## config.mk

```make
export PLATFORM = sky130hd
export DESIGN_NAME = vc_skid_buf_flat
export DESIGN_NICKNAME = d
export VERILOG_FILES = /design/src/rtl/vc_skid_buf_pkg.sv /design/src/rtl/vc_skid_buf_if.sv /design/src/rtl/vc_skid_buf_regs.sv /design/src/rtl/vc_skid_buf.sv /design/src/flat_wrapper.sv
export SDC_FILE = /design/constraint.sdc
export NUM_CORES = 1
export LEC_CHECK = 0
export ABC_AREA = 1
export ABC_CLOCK_PERIOD_IN_PS = 3300
export CAP_MARGIN = 0
export CORE_ASPECT_RATIO = 1.4
export CORE_UTILIZATION = 33
export CTS_CLUSTER_SIZE = 14
export DETAILED_ROUTE_END_ITERATION = 7
export GPL_TIMING_DRIVEN = 0
export PLACE_DENSITY = 0.57
export SLEW_MARGIN = 15
export SYNTH_ARGS = -nofsm -noshare
export SYNTH_HDL_FRONTEND = slang
export SYNTH_HIERARCHICAL = 1
export SYNTH_SLANG_ARGS = --single-unit
```

## constraint.sdc

```tcl
create_clock -name clk -period 3.3 [get_ports clk]
set_input_delay 0.99 -clock clk [delete_from_list [all_inputs] [get_ports clk]]
set_output_delay 0.99 -clock clk [all_outputs]
set_load 0.1 [all_outputs]
```

## src/rtl/vc_skid_buf_pkg.sv

```systemverilog
// Shared types and constants for the two-entry val/rdy skid buffer.
package vc_skid_pkg;

    // Number of messages the buffer can hold (head + skid).
    localparam int SKID_DEPTH = 2;

    // Occupancy-coded state: the encoding doubles as num_entries.
    typedef enum logic [1:0] {
        EMPTY = 2'd0,
        ONE   = 2'd1,
        FULL  = 2'd2
    } skid_state_t;

endpackage

```

## src/rtl/vc_skid_buf_if.sv

```systemverilog
// Enqueue/dequeue handshake bundle for vc_skid_buf.
// slave  : the buffer side (accepts on enq_*, presents on deq_*).
// master : the surrounding producer/consumer side.
interface vc_skid_buf_if
    import vc_skid_pkg::*;
#(
    parameter int p_nbits = 32
);

    logic                                enq_val;
    logic                                enq_rdy;
    logic [p_nbits-1:0]                  enq_msg;
    logic                                deq_val;
    logic                                deq_rdy;
    logic [p_nbits-1:0]                  deq_msg;
    logic [$clog2(SKID_DEPTH+1)-1:0]     num_entries;

    modport slave (
        input  enq_val, enq_msg, deq_rdy,
        output enq_rdy, deq_val, deq_msg, num_entries
    );

    modport master (
        output enq_val, enq_msg, deq_rdy,
        input  enq_rdy, deq_val, deq_msg, num_entries
    );

endinterface

```

## src/rtl/vc_skid_buf_regs.sv

```systemverilog
// Basic register primitives used by the skid buffer: a register with
// synchronous reset (for control state) and an enabled register without
// reset (for message payload storage).

module vc_ResetReg #(
    parameter int                 p_nbits       = 1,
    parameter logic [p_nbits-1:0] p_reset_value = '0
) (
    input  logic               clk,
    input  logic               reset,
    input  logic [p_nbits-1:0] d,
    output logic [p_nbits-1:0] q
);

    // Capture d every cycle; synchronous reset takes priority.
    always_ff @(posedge clk) begin
        // NOTE: sequential state uses <= so every flop samples pre-edge values.
        if (reset)
            q <= p_reset_value;
        else
            q <= d;
    end

endmodule

module vc_EnReg #(
    parameter int p_nbits = 1
) (
    input  logic               clk,
    input  logic               en,
    input  logic [p_nbits-1:0] d,
    output logic [p_nbits-1:0] q
);

    // Load d only when enabled; contents are qualified by valid state elsewhere.
    always_ff @(posedge clk) begin
        // NOTE: payload storage is not reset; its value is ignored until the
        // control state marks it valid, so a reset would only cost wiring.
        if (en)
            q <= d;
    end

endmodule

```

## src/rtl/vc_skid_buf.sv

```systemverilog
// Two-entry val/rdy skid buffer. Messages land in 'main' (driven onto
// deq_msg) one cycle after enqueue; a second message arriving while the
// consumer stalls is parked in 'skid'. enq_rdy depends only on registered
// state and reset, never on deq_rdy, which is what breaks the ready path.
module vc_skid_buf
    import vc_skid_pkg::*;
#(
    parameter int p_nbits = 32
) (
    input  logic          clk,
    input  logic          reset,
    vc_skid_buf_if.slave  bus
);

    logic [1:0]         state_bits;
    skid_state_t        state;
    skid_state_t        state_next;

    logic               enq_rdy;
    logic               deq_val;
    logic               enq_fire;
    logic               deq_fire;

    logic               main_en;
    logic               skid_en;
    logic [p_nbits-1:0] main_d;
    logic [p_nbits-1:0] main_q;
    logic [p_nbits-1:0] skid_q;

    vc_ResetReg #(
        .p_nbits       (2),
        .p_reset_value (EMPTY)
    ) state_reg (
        .clk   (clk),
        .reset (reset),
        .d     (state_next),
        .q     (state_bits)
    );

    assign state = skid_state_t'(state_bits);

    vc_EnReg #(.p_nbits(p_nbits)) main_reg (
        .clk (clk),
        .en  (main_en),
        .d   (main_d),
        .q   (main_q)
    );

    vc_EnReg #(.p_nbits(p_nbits)) skid_reg (
        .clk (clk),
        .en  (skid_en),
        .d   (bus.enq_msg),
        .q   (skid_q)
    );

    assign enq_rdy  = (state != FULL) && !reset;
    assign deq_val  = (state != EMPTY);
    assign enq_fire = bus.enq_val && enq_rdy;
    assign deq_fire = deq_val && bus.deq_rdy;

    // Next-state and register-enable decode from the two fire conditions.
    always_comb begin
        // NOTE: every signal assigned here gets a default first, so no branch
        // can leave it unassigned and infer a latch.
        state_next = state;
        main_en    = 1'b0;
        skid_en    = 1'b0;
        main_d     = bus.enq_msg;

        case (state)
            EMPTY: begin
                if (enq_fire) begin
                    state_next = ONE;
                    main_en    = 1'b1;
                end
            end
            ONE: begin
                if (enq_fire && deq_fire) begin
                    main_en    = 1'b1;
                end else if (enq_fire) begin
                    state_next = FULL;
                    skid_en    = 1'b1;
                end else if (deq_fire) begin
                    state_next = EMPTY;
                end
            end
            FULL: begin
                if (deq_fire) begin
                    state_next = ONE;
                    main_en    = 1'b1;
                    main_d     = skid_q;
                end
            end
            default: begin
                state_next = EMPTY;
            end
        endcase
    end

    assign bus.enq_rdy     = enq_rdy;
    assign bus.deq_val     = deq_val;
    assign bus.deq_msg     = main_q;
    assign bus.num_entries = state_bits;

endmodule

```

## src/flat_wrapper.sv

```systemverilog
// flat-port wrapper written by rule: the top's interface ports become plain ports
module vc_skid_buf_flat import vc_skid_pkg::*;
#(
    parameter int p_nbits = 32
)
  (clk, reset, bus_enq_val, bus_enq_msg, bus_deq_rdy, bus_enq_rdy, bus_deq_val, bus_deq_msg, bus_num_entries);
  vc_skid_buf_if #(.p_nbits(p_nbits)) bus_i ();
  input  logic clk;
  input  logic reset;
  input wire logic [$bits(bus_i.enq_val)-1:0] bus_enq_val;
  input wire logic [$bits(bus_i.enq_msg)-1:0] bus_enq_msg;
  input wire logic [$bits(bus_i.deq_rdy)-1:0] bus_deq_rdy;
  output wire logic [$bits(bus_i.enq_rdy)-1:0] bus_enq_rdy;
  output wire logic [$bits(bus_i.deq_val)-1:0] bus_deq_val;
  output wire logic [$bits(bus_i.deq_msg)-1:0] bus_deq_msg;
  output wire logic [$bits(bus_i.num_entries)-1:0] bus_num_entries;
  assign bus_i.enq_val = bus_enq_val;
  assign bus_i.enq_msg = bus_enq_msg;
  assign bus_i.deq_rdy = bus_deq_rdy;
  assign bus_enq_rdy = bus_i.enq_rdy;
  assign bus_deq_val = bus_i.deq_val;
  assign bus_deq_msg = bus_i.deq_msg;
  assign bus_num_entries = bus_i.num_entries;
  vc_skid_buf #(.p_nbits(p_nbits)) u_core (.clk(clk), .reset(reset), .bus(bus_i));
endmodule
```

==> Word-level counts from Yosys, hierarchy flattened <==
Index checks and enable logic that the tools add are counted.
W data, S select, Z words.
{ "op_classes": {"eq_ne": 7, "mux": 14, "n_reduce_logical": 8} }
{ "ops": {"columns": ["op", "count"], "rows": [
  ["$mux W32", 2],
  ["$mux W2", 5],
  ["$pmux W2 S3", 1],
  ["$mux W1", 5],
  ["$logic_and A1 B1 Y1", 4],
  ["$ne A2 B1 Y1 const B", 2],
  ["$ne A2 B2 Y1 const B", 2],
  ["$reduce_and A4 Y1", 1],
  ["$ne A3 B1 Y1 const B", 1],
  ["$pmux W1 S3", 1],
  ["$eq A2 B1 Y1 const B", 1],
  ["$eq A2 B2 Y1 const B", 1],
  ["$logic_not A2 Y1", 1],
  ["$reduce_bool A2 Y1", 1],
  ["$logic_not A1 Y1", 1]
]} }
{ "word_totals": {"register_bits": 66, "input_bits": 36} }

==> Logic depth before layout (Yosys ltp) <==
{ "depth": {"word_depth": 6, "ltp_mapped": 8, "ltp_nobuf": 8} }

==> Hierarchy <==
Netlist, hierarchy kept.
{ "modules_own_cells": {"columns": ["module", "cells_per_inst", "n_inst", "seq_area_each_um2", "area_each_um2"], "rows": [
  ["vc_EnReg", 32, 2, 960.9, 960.9],
  ["vc_skid_buf", 126, 1, 0.0, 620.6],
  ["vc_ResetReg", 6, 1, 40.0, 55.1]
]} }

==> Least setup slack after synthesis <==
OpenSTA, ideal clock, no wires.
{ "synth_path": {"path_kind": "reg-to-output", "start": "register u_core.state_reg.q[0]", "end": "output port bus_enq_rdy", "path_buffers": 1, "path_stages_with_launch": 6, "setup_slack_ns": -0.405, "arrival_ns": 2.715, "cell_sequence": "dfxtp_1 > inv_2 > nand2_4 > inv_4 > buf_4 > nor2_1"} }
{ "synth_between": {"elab_chain_len": 2} }
{ "synth_lines": {"columns": ["element", "line", "text"], "rows": [
  ["start, declared", "vc_skid_buf_regs.sv:12", "output logic [p_nbits-1:0] q"],
  ["start signal, assigned", "vc_skid_buf_regs.sv:19", "q <= p_reset_value;"],
  ["$ne A2 B2 Y1", "vc_skid_buf.sv:56", "assign enq_rdy = (state != FULL) && !reset;"],
  ["$logic_and A1 B1 Y1", "vc_skid_buf.sv:56", null],
  ["end, declared", "flat_wrapper.sv:13", "output wire logic [$bits(bus_i.enq_rdy)-1:0] bus_enq_rdy;"]
]} }
No other way between the ends.

==> Worst setup path in the final report <==
{ "layout_path": {"start": "input port reset", "end": "output port bus_enq_rdy"} }
{ "layout_between": {"elab_chain_len": 2} }
{ "layout_lines": {"columns": ["element", "line", "text"], "rows": [
  ["start, declared", "flat_wrapper.sv:9", "input logic reset;"],
  ["$logic_not A1 Y1", "vc_skid_buf.sv:56", null],
  ["$logic_and A1 B1 Y1", "vc_skid_buf.sv:56", null]
]} }
No other way between the ends.

==> flow_summary.toml <==
[status]
outcome = "complete, no violations"

[drt]
ant_nets = 0
post_drt_wl_per_cell_um = 12.8
drtIter0Drc = 68
drt-total-wl_um = 4880
dr.pass1.iters = 4
vias = 1652
route.detailed.drc = 0
vias_per_cell = 4.35

[yosys]
seq_area_frac_synth_pct = 75.5
syn_inst = 196
ys_ff_latch = 66
synth.top_cells.by_count = "edfxtp_1 (64), nand2_1 (59), nand3_1 (35)"
ys.flop_type = "edfxtp_1"
synth_area_leaders = "edfxtp_1 (74%), nand2_1 (8.5%), nand3_1 (6.7%), nand2_2 (2.4%), dfxtp_1 (1.5%)"
synth_edf_count = 64
yosysMostFrequentCell = "edfxtp_1"
synth_top_area_cell = "edfxtp_1"
syn_nets = 232
syn_area_per_cell_um2 = 13.3
ys_types = 17
netlist.area_leader.share_pct = 74.0
async_reset_ff_share_pct = 0
synth_area_um2 = 2600
yosysWarnings = 6

[cells_and_area]
layout.nets = 314
area_growth_pct = 40.7
final_cell_count_no_fill = 380
antenna_cells = 0
drive_gt1_share_pct = 15.2

[worst_setup_path]
slowest_stage = "clkdlybuf4s15_2"
path_cells = "clkdlybuf4s50_1 -> nor2_2 -> clkdlybuf4s15_2"
critPathMaxStageDelay_ps = 550
reg2reg_depth = 6
start_kind = "primary input"
critical_path_class = "in2out"
arrival_ps = 2140
worstReg2RegEnd = "u_core/main_reg/q[26]"
cp_max_fo = 4
end_kind = "output pin"
reg2reg_slack_ps = 1420
required_ps = 2310
rr_startpoint = "u_core/state_reg/q[0]"

[clock_tree]
tritoncts.num_buffers = 9
holdBufCountCts = 0
cts_sinks = 66
tritoncts = "done"
cts_root_buffer = "clkbuf_8"
clock_latency_ps = 330
path_clk_slew_ps = 70
clockBufferDepth = 2
cts_max_level = 3

[placement]
numPortBuffers = 70
dp_cells = 364
gp_congestion = 0.689
dpl_worst_slack_ps = -408
dp_hpwl_um = 3260

[pwr]
ir_drop_mv = 0.244
powerDensity_nw_per_um2 = 523
p_leak_nw = 1.37

[timing]
fin_crit_ps = 3130
finalHoldViolations = 0
worst_slew_pin_slew_ps = 995
fin_skew_ps = 10.1
timing.fmax_mhz = 319
max-slew-margin-rel_pct = 33.4
worst_slack_ps = 166
post-route-period-util_pct = 95.0
finalMaxSlewViolations = 0
rsz0062_at_grt = "no"
setup_viol = 0
fin_tns_setup_ps = 0

[grt]
grt_use_total_pct = 13.4
grt_pass1_vias = 1697
antenna_found_initial = 0
grt_max_degree = 33
grt_pass1_wl_um = 8180
grt-ovfl-total = 0

[floorplan]
dieArea_um2 = 8230
start_util_pct = 34.6
rows = 37
dieHeight_um = 107
core_area_um2 = 7500
die_w_um = 77.0
io_pins = 72

[job]
cap_violations = 0

[min_path]
worstHoldPathType = "reg2reg"
hold_end = "u_core/main_reg/q[2]"
worstHoldStart = "u_core/skid_reg/q[2]"
hold_depth = 2
## sequential cells by signal, summed over array words and instances, names as in the netlist
signal              flops
u_core/skid_reg/q      32
u_core/main_reg/q      32
u_core/state_reg/q      2
## worst max-delay path by stage
stage / depth (start not counted) / startpoint / to
finish: 3 / reset / bus_enq_rdy
global placement: 4 / reset / u_core/skid_reg/q[14]
floorplan: 5 / u_core/state_reg/q[0] / bus_enq_rdy
detailed placement: 3 / reset / bus_enq_rdy
global route: 3 / reset / bus_enq_rdy
CTS: 3 / reset / bus_enq_rdy
## layout by cell type, fill, tap and decap left out, drive strengths merged
cell            n
nand2          71
dfxtp           2
o22ai           1
clkbuf         10
buf            11
clkdlybuf4s50  69
nor2            4
clkinvlp        1
clkdlybuf4s15   1
bufinv          1
edfxtp         64
clkinv          4
nand4           1
nand3          35
inv             8
## cell families (layout without fill, tap and decap cells)
logic type	Yosys count	count (layout)	share of synthesized area, %
buffers and inverters	18	105	4.53
DFF	66	66	75.5
and+or+nand+nor	111	111	19.7
AOI/OAI and AO/OA	1	1	0.241
## metal layers
metal  global-route usage (%)  vias to the layer above  routed length [um]
li1                         -                      847                   -
met1                     15.4                      745                2120
met2                     22.3                       53                2430
met3                     3.66                        7                 246
met4                     8.09                        0                  82
met5                        0                        -                   0
## critical path, delay by kind of cell
kind | cells | cell delay, ps
buffers and inverters | 2 | 1020
AND/OR/NAND/NOR | 1 | 130
## per-stage QoR
stage	utilization (%)	total power, mW	cell area (um2)	hold slack (ps)
2_1_floorplan	-	1.18	2600	524
3_3_place_gp	45.6	1.27	3420	530
3_5_place_dp	46.1	1.28	3460	535
4_1_cts	48.7	1.94	3650	551
5_1_grt	48.7	1.98	3650	570
6_report	48.7	1.91	3650	546
## area by class of cell
| class | count | area (um2) |
|---|---|---|
| plain buffers | 10 | 85.1 |
| clock buffers | 10 | 128 |
| clock inverters | 6 | 67.6 |
| fillers | 705 | 3850 |
| inverters | 8 | 32.5 |
| multi-input cells | 112 | 528 |
| flip-flops and latches | 66 | 1960 |
| well taps | 97 | 121 |
| repair buffers | 71 | 729 |
## repair_timing
action	in CTS	in global routing
endpoints found under the setup margin	1	0
buffers inserted	0	0
gates resized for setup	3	0
## power by group
group | switching [mW] | leakage, nW | internal [mW]
logic | 0.215 | 0.673 | 0.0849
registers | 0.00670 | 0.604 | 0.949
clock network | 0.305 | 0.0941 | 0.350
Power figures use the tool's default switching activity.
